File: src/rtl/program_loader.sv
// Boot-time program loader for the 8-bit RISC machine.
// Streams a payload over valid/ready into SRAM starting at address 0,
// verifies a trailing checksum byte and only then releases the CPU reset.
module program_loader #(
  parameter int DATA_W = 8,
  parameter int ADDR_W = 8
) (
  input  logic              clk,
  input  logic              rst,
  input  logic              start,
  input  logic [ADDR_W-1:0] load_len,
  input  logic [DATA_W-1:0] in_data,
  input  logic              in_valid,
  output logic              in_ready,
  output logic [ADDR_W-1:0] mem_addr,
  output logic [DATA_W-1:0] mem_data,
  output logic              mem_write,
  output logic              cpu_rst_n,
  output logic              busy,
  output logic              done,
  output logic              err
);

  localparam int CNT_W = ADDR_W + 1;

  typedef enum logic [2:0] {
    S_IDLE,
    S_LOAD,
    S_CHECK,
    S_RUN,
    S_FAIL
  } state_t;

  state_t             state_q, state_d;
  logic [ADDR_W-1:0]  addr_q, addr_d;
  logic [CNT_W-1:0]   count_q, count_d;
  logic [DATA_W-1:0]  sum_q, sum_d;
  logic               cpu_rst_n_q, cpu_rst_n_d;

  // Running checksum is an 8-bit modular sum; overflow is discarded on purpose.
  function automatic logic [DATA_W-1:0] sum_wrap(input logic [DATA_W-1:0] a,
                                                 input logic [DATA_W-1:0] b);
    return a + b;
  endfunction

  // A length of zero encodes a full-memory load.
  function automatic logic [CNT_W-1:0] len_to_count(input logic [ADDR_W-1:0] len);
    if (len == '0) return CNT_W'(1) << ADDR_W;
    return {1'b0, len};
  endfunction

  // Control state, address and CPU reset flop; cleared asynchronously.
  always_ff @(posedge clk or negedge rst) begin
    if (!rst) begin
      state_q     <= S_IDLE;
      addr_q      <= '0;
      cpu_rst_n_q <= 1'b0;
    end else begin
      state_q     <= state_d;
      addr_q      <= addr_d;
      cpu_rst_n_q <= cpu_rst_n_d;
    end
  end

  // Byte counter and running sum; always reloaded at load start, so no reset.
  always_ff @(posedge clk) begin
    count_q <= count_d;
    sum_q   <= sum_d;
  end

  // Next-state, datapath updates and handshake/write strobes.
  always_comb begin
    state_d   = state_q;
    addr_d    = addr_q;
    count_d   = count_q;
    sum_d     = sum_q;
    in_ready  = 1'b0;
    mem_write = 1'b0;

    case (state_q)
      S_IDLE, S_RUN, S_FAIL: begin
        if (start) begin
          state_d = S_LOAD;
          count_d = len_to_count(load_len);
          addr_d  = '0;
          sum_d   = '0;
        end
      end
      S_LOAD: begin
        in_ready  = 1'b1;
        mem_write = in_valid;
        if (in_valid) begin
          addr_d  = addr_q + ADDR_W'(1);
          count_d = count_q - CNT_W'(1);
          sum_d   = sum_wrap(sum_q, in_data);
          if (count_q == CNT_W'(1)) state_d = S_CHECK;
        end
      end
      S_CHECK: begin
        // The checksum byte is consumed but never written to memory.
        in_ready = 1'b1;
        if (in_valid) begin
          if (sum_wrap(sum_q, in_data) == '0) state_d = S_RUN;
          else                                state_d = S_FAIL;
        end
      end
      default: state_d = S_IDLE;
    endcase

    // CPU runs exactly while the loader sits in RUN; registered to stay glitch-free.
    cpu_rst_n_d = (state_d == S_RUN);
  end

  assign mem_addr  = addr_q;
  assign mem_data  = in_data;
  assign cpu_rst_n = cpu_rst_n_q;
  assign busy      = (state_q == S_LOAD) || (state_q == S_CHECK);
  assign done      = (state_q == S_RUN);
  assign err       = (state_q == S_FAIL);

endmodule

File: config.mk
export PLATFORM = sky130hd
export DESIGN_NAME = program_loader
export DESIGN_NICKNAME = d
export VERILOG_FILES = /design/src/rtl/program_loader.sv
export SDC_FILE = /design/constraint.sdc
export NUM_CORES = 1
export LEC_CHECK = 0
export ABC_AREA = 1
export BUFFER_PORTS_ARGS = -buffer_cell sky130_fd_sc_hd__buf_2
export CAP_MARGIN = 10
export CORE_ASPECT_RATIO = 0.7
export CORE_MARGIN = 3
export CORE_UTILIZATION = 59
export DETAILED_ROUTE_END_ITERATION = 16
export PLACE_DENSITY = 0.85
export SYNTH_ARGS = -nofsm -noshare
export SYNTH_HDL_FRONTEND = slang
export SYNTH_SLANG_ARGS = --single-unit
File: constraint.sdc
create_clock -name clk -period 3.19 [get_ports clk]
set_input_delay 0.4785 -clock clk [delete_from_list [all_inputs] [get_ports clk]]
set_output_delay 0.4785 -clock clk [all_outputs]
set_load 0.03 [all_outputs]
== Yosys cells after proc, flatten, opt, wreduce, memory -nomap -nowiden ==
Cells that the tools add are included.
Storage, ports and cells
  register bits: 29
  output and inout port bits: 22
Cells by class
  add/subtract/negate cells: 3
  eq/ne operators: 8
  muxes and demuxes: 21
  reduce and logical (&&, ||, !) cells: 8
Operators by type and width (number)
  $mux 9: 4
  $pmux 8 s2: 2
  $mux 8: 3
  $pmux 9 s2: 1
  $logic_not 8->1: 2
  $mux 3: 5
  $eq 3x2->1 const B: 3
  $eq 9x1->1 const B: 1
  $pmux 3 s3: 1
  $sub 9x1->9 const B: 1
  $add 8x1->8 const B: 1
  $add 8x8->8: 1
  $mux 1: 5
  $ne 2x2->1 const B: 2
  $eq 3x1->1 const B: 1
  $eq 3x3->1 const B: 1
  $logic_not 3->1: 1
  $reduce_and 3->1: 1
  $reduce_or 3->1: 1
  $reduce_bool 2->1: 1
  $reduce_or 2->1: 1
  $logic_or 1x1->1: 1

== Logic depth before layout (Yosys ltp) ==
  depth after elaboration: 7
  depth in mapped cells: 12

== Least setup slack after synthesis ==
OpenSTA, ideal clock, no wires.
  path type: reg-to-output
  start: reg state_q[1]
  end: out in_ready
  arrival time: 1.567 ns
  required time: 2.711 ns
  path slack: 1.145 ns
  stages on the path, launching flop included: 6
  path buffers: 2
  cells stage by stage: dfrtp_1 nor3_4 inv_1 clkbuf_1 nand2_1 buf_4
Between the ends
  cells in the longest elaborated chain, start to end: 3
  elaborated cells between the ends (all ways): 4
  classes of those cells: eq/ne (2); mux (1); reduce/logical (1)
RTL lines
  start, declared: RTL line 34  | state_t state_q, state_d;
  start signal, assigned: RTL line 59  | state_q <= state_d;
  $eq 3x1->1 / $eq 3x2->1 (equally long branches): RTL line 80  | case (state_q)
  $reduce_or 2->1 (no source line) (*)
  $mux 1 (*): RTL line 80
  end, declared: RTL line 14  | output logic in_ready,
Mark *: on every way between the ends. The rest lies on a longest branch, timed or not.

== Final worst setup path ==
Same ends and word-level chain as after synthesis.

==> flow_summary.yaml <==
clock_tree:
  cts_hold_repair.buffers: 0
  post_cts_clock_slew_at_the_launch_and_capture_registers_of_the_worst_setup_and_hold_paths_ps: 60
  post-cts-setup-buffer-count: 0
  cts-resized-gates: 0
  clock_insertion_delay_worst_skew_ps: 280
  cts.path.max_buffers: 2
  cts_sinks: 29
  clock_tree.htree_level_count: 2
  clock_buffer_count_from_cts: 5
  tritoncts: "built"
  clk_root_buffer_cell: "clkbuf_8"
pwr:
  switching_power_mw: 0.8696
  cell_internal_pwr_mw: 1.139
  peakVddDrop_uv: 577.0
  power.density_cell_area_nw_per_um2: 894.9
  power_leakage_nw: 1.187
  power.sequential.fraction: 0.365
  power_frac_clock: 0.156
  combinationalPowerShare: 0.479
  swShare: 0.4329
yosys:
  postSynthAreaPerCell_sq_um: 7.860
  synth.ff_latch_count: 29
  synth_cell_type_count: 31
  synth-seq-area-share: 0.4093
  synthCells: 252
  mappedNetlistArea_sq_um: 1981
  synth.net_count: 283
  warnings_synthesis: 0
worst_setup_path:
  timing.critical_path.from_type: "flip-flop"
  timing.critical_path.to_type: "output port"
  worst_ep_arrival_time_ps: 1900
  timing.critical_path.required_ps: 2710
  worstPathMaxFanout: 25
  criticalPathCategory: "reg2out"
sta:
  setup_repair_after_global_routing_missed_its_margin: "no"
  maximum_frequency_from_static_timing_analysis_mhz: 420.6
  fin_crit_ps: 2378
  timing_hold_violations_final: 0
  ratio_of_final_minimum_period_to_clock_period: 0.7453
  final-setup-viol-count: 0
  max-slew-margin-rel: 0.5442
  totalNegativeSetupSlack_ps: 0
  clock_skew_ps: 5.355
  timing_worst_slew_pin_value_ps: 683.0
  drv_slew: 0
routing:
  dr_total_vias: 1729
  drtPass1Iterations: 4
  wl_per_cell_um: 12.51
  drt_iter0_drc: 106
  drt-vias-per-instance: 5.304
  ant_nets: 0
  routed_wirelength_mm: 4.077
  drc_errors_left: 0
placement:
  globalplace.congestion: 0.8216
  placed_cells_incl_taps: 318
  numPortBuffers: 41
  hpwlAfterDp_mm: 3.061
die:
  initial_utilization: 0.6596
  core_region_area_sq_um: 3003
  io_pins: 42
  floorplan.rows: 16
  dieWidth_um: 75.25
  fp.dieArea_sq_um: 4099
  dieHeight_um: 54.48
global_route:
  via_count_of_the_first_global_routing_pass: 1507
  globalRouteTotalUtil: 0.2190
  grt_start_max_net_pins: 26
  grt_antenna_before_repair: 0
  aggregate_global_routing_overflow: 0
  grt_pass1_wl_mm: 6.589
finish:
  synthToLayoutAreaGrowth_pct: 13.33
  post_layout_nonfiller_instances: 326
  leading_cell_type_in_the_layout_fill_and_taps_excluded: "nand2_1"
  antenna_cells_inserted: 0
  drive_above_1_share: 0.1931
  final_cell_mix: "nand2_1 (60), inv_1 (41), buf_2 (41)"
  finalNetCount: 320
run:
  maxCapViolations: 0
outcome:
  run_status: "finished, final reports clean"
hold_path:
  min_path_type: "in2async"
## routing by layer
layer / routed length [um] / GRT usage
met1: 2127 / 0.3322
met3: 312 / 0.05138
met2: 1608 / 0.2948
met4: 28 / 0.09302
met5: 0 / 0
## synthesized netlist by cell type
cell / count / area, sq um
a21oi_1: 12 / 60.06
a22o_1: 1 / 8.760
a22oi_1: 1 / 7.510
a31oi_1: 1 / 6.260
and3_2: 1 / 7.510
buf_2: 1 / 5.000
buf_4: 9 / 67.56
clkbuf_1: 1 / 3.750
dfrtp_1: 12 / 300.3
edfxtp_1: 17 / 510.5
fa_1: 1 / 20.02
ha_1: 10 / 125.1
inv_1: 41 / 153.9
inv_2: 1 / 3.750
nand2_1: 60 / 225.2
nand2_2: 2 / 12.51
nand2_4: 3 / 33.78
nand3_1: 16 / 80.08
nand3b_1: 3 / 22.52
nand4_1: 5 / 31.28
nor2_1: 24 / 90.09
nor2_4: 1 / 11.26
nor3_1: 5 / 25.02
nor3_4: 1 / 16.27
nor4_1: 1 / 6.260
o21a_1: 2 / 15.01
o21ai_0: 10 / 50.05
o21ai_1: 1 / 5.000
o31ai_1: 2 / 15.01
xnor2_1: 3 / 26.28
xor2_1: 4 / 35.03
## worst paths after layout
check,from,end,slack [ps],depth (start not counted)
min in group clk,load_len[1],count_q[1],490,3
hold reg to reg,mem_addr[7],mem_addr[7],540,2
setup / recovery,state_q[1],in_ready,810,4
setup reg to reg,sum_q[0],cpu_rst_n,1250,8
hold / removal,rst,mem_addr[7],60,1
max in group asynchronous,rst,state_q[1],2920,1
## final cells by class
class	instances	area, sq um
Sequential cell	29	810.8
Fill cell	218	758.2
Tap cell	36	45.04
Clock buffer	8	90.09
Inverter	42	157.7
Multi-Input combinational cell	170	935.9
Timing Repair Buffer	41	205.2
## cell families after synthesis
group | share of synthesized area
AOI/OAI and AO/OA | 0.08465
buffers and inverters | 0.1181
xor gates and xnor gates | 0.03095
DFF | 0.4094
adders and majority gates | 0.07328
and+or+nand+nor | 0.2836
## power groups by stage
stage	Clock [mW]	Sequential (mW)	Combinational, mW
CTS	0.313	0.729	0.955
global placement	0	0.728	0.920
finish	0.314	0.733	0.963
global route	0.333	0.752	1.09
floorplan	0	0.783	0.675
detailed placement	0	0.733	0.943
## worst max-delay path: stages (launching register included)
cell     delay (ps)
dfrtp_1         420
nor3_4          380
inv_1           410
nand2_1         190
buf_2           210
## flip-flops by register name, indices dropped and copies added (netlist names)
| register | flops |
|---|---|
| mem_addr | 8 |
| state_q | 3 |
| count_q | 9 |
| cpu_rst_n | 1 |
| sum_q | 8 |
## stage by stage
stage	hold slack [ps]	total power, mW	util	setup WS [ps]	instance area (sq um)
detailed placement	368.1	1.676	0.7175	1053	2155
finish	57.34	2.009	0.7475	812.4	2245
global placement	366.5	1.649	0.7175	1098	2155
global route	72.25	2.174	0.7475	646.1	2245
floorplan	182.9	1.457	-	1145	1981
CTS	64.70	1.997	0.7475	793.1	2245
(Power assumes the default switching activity.)
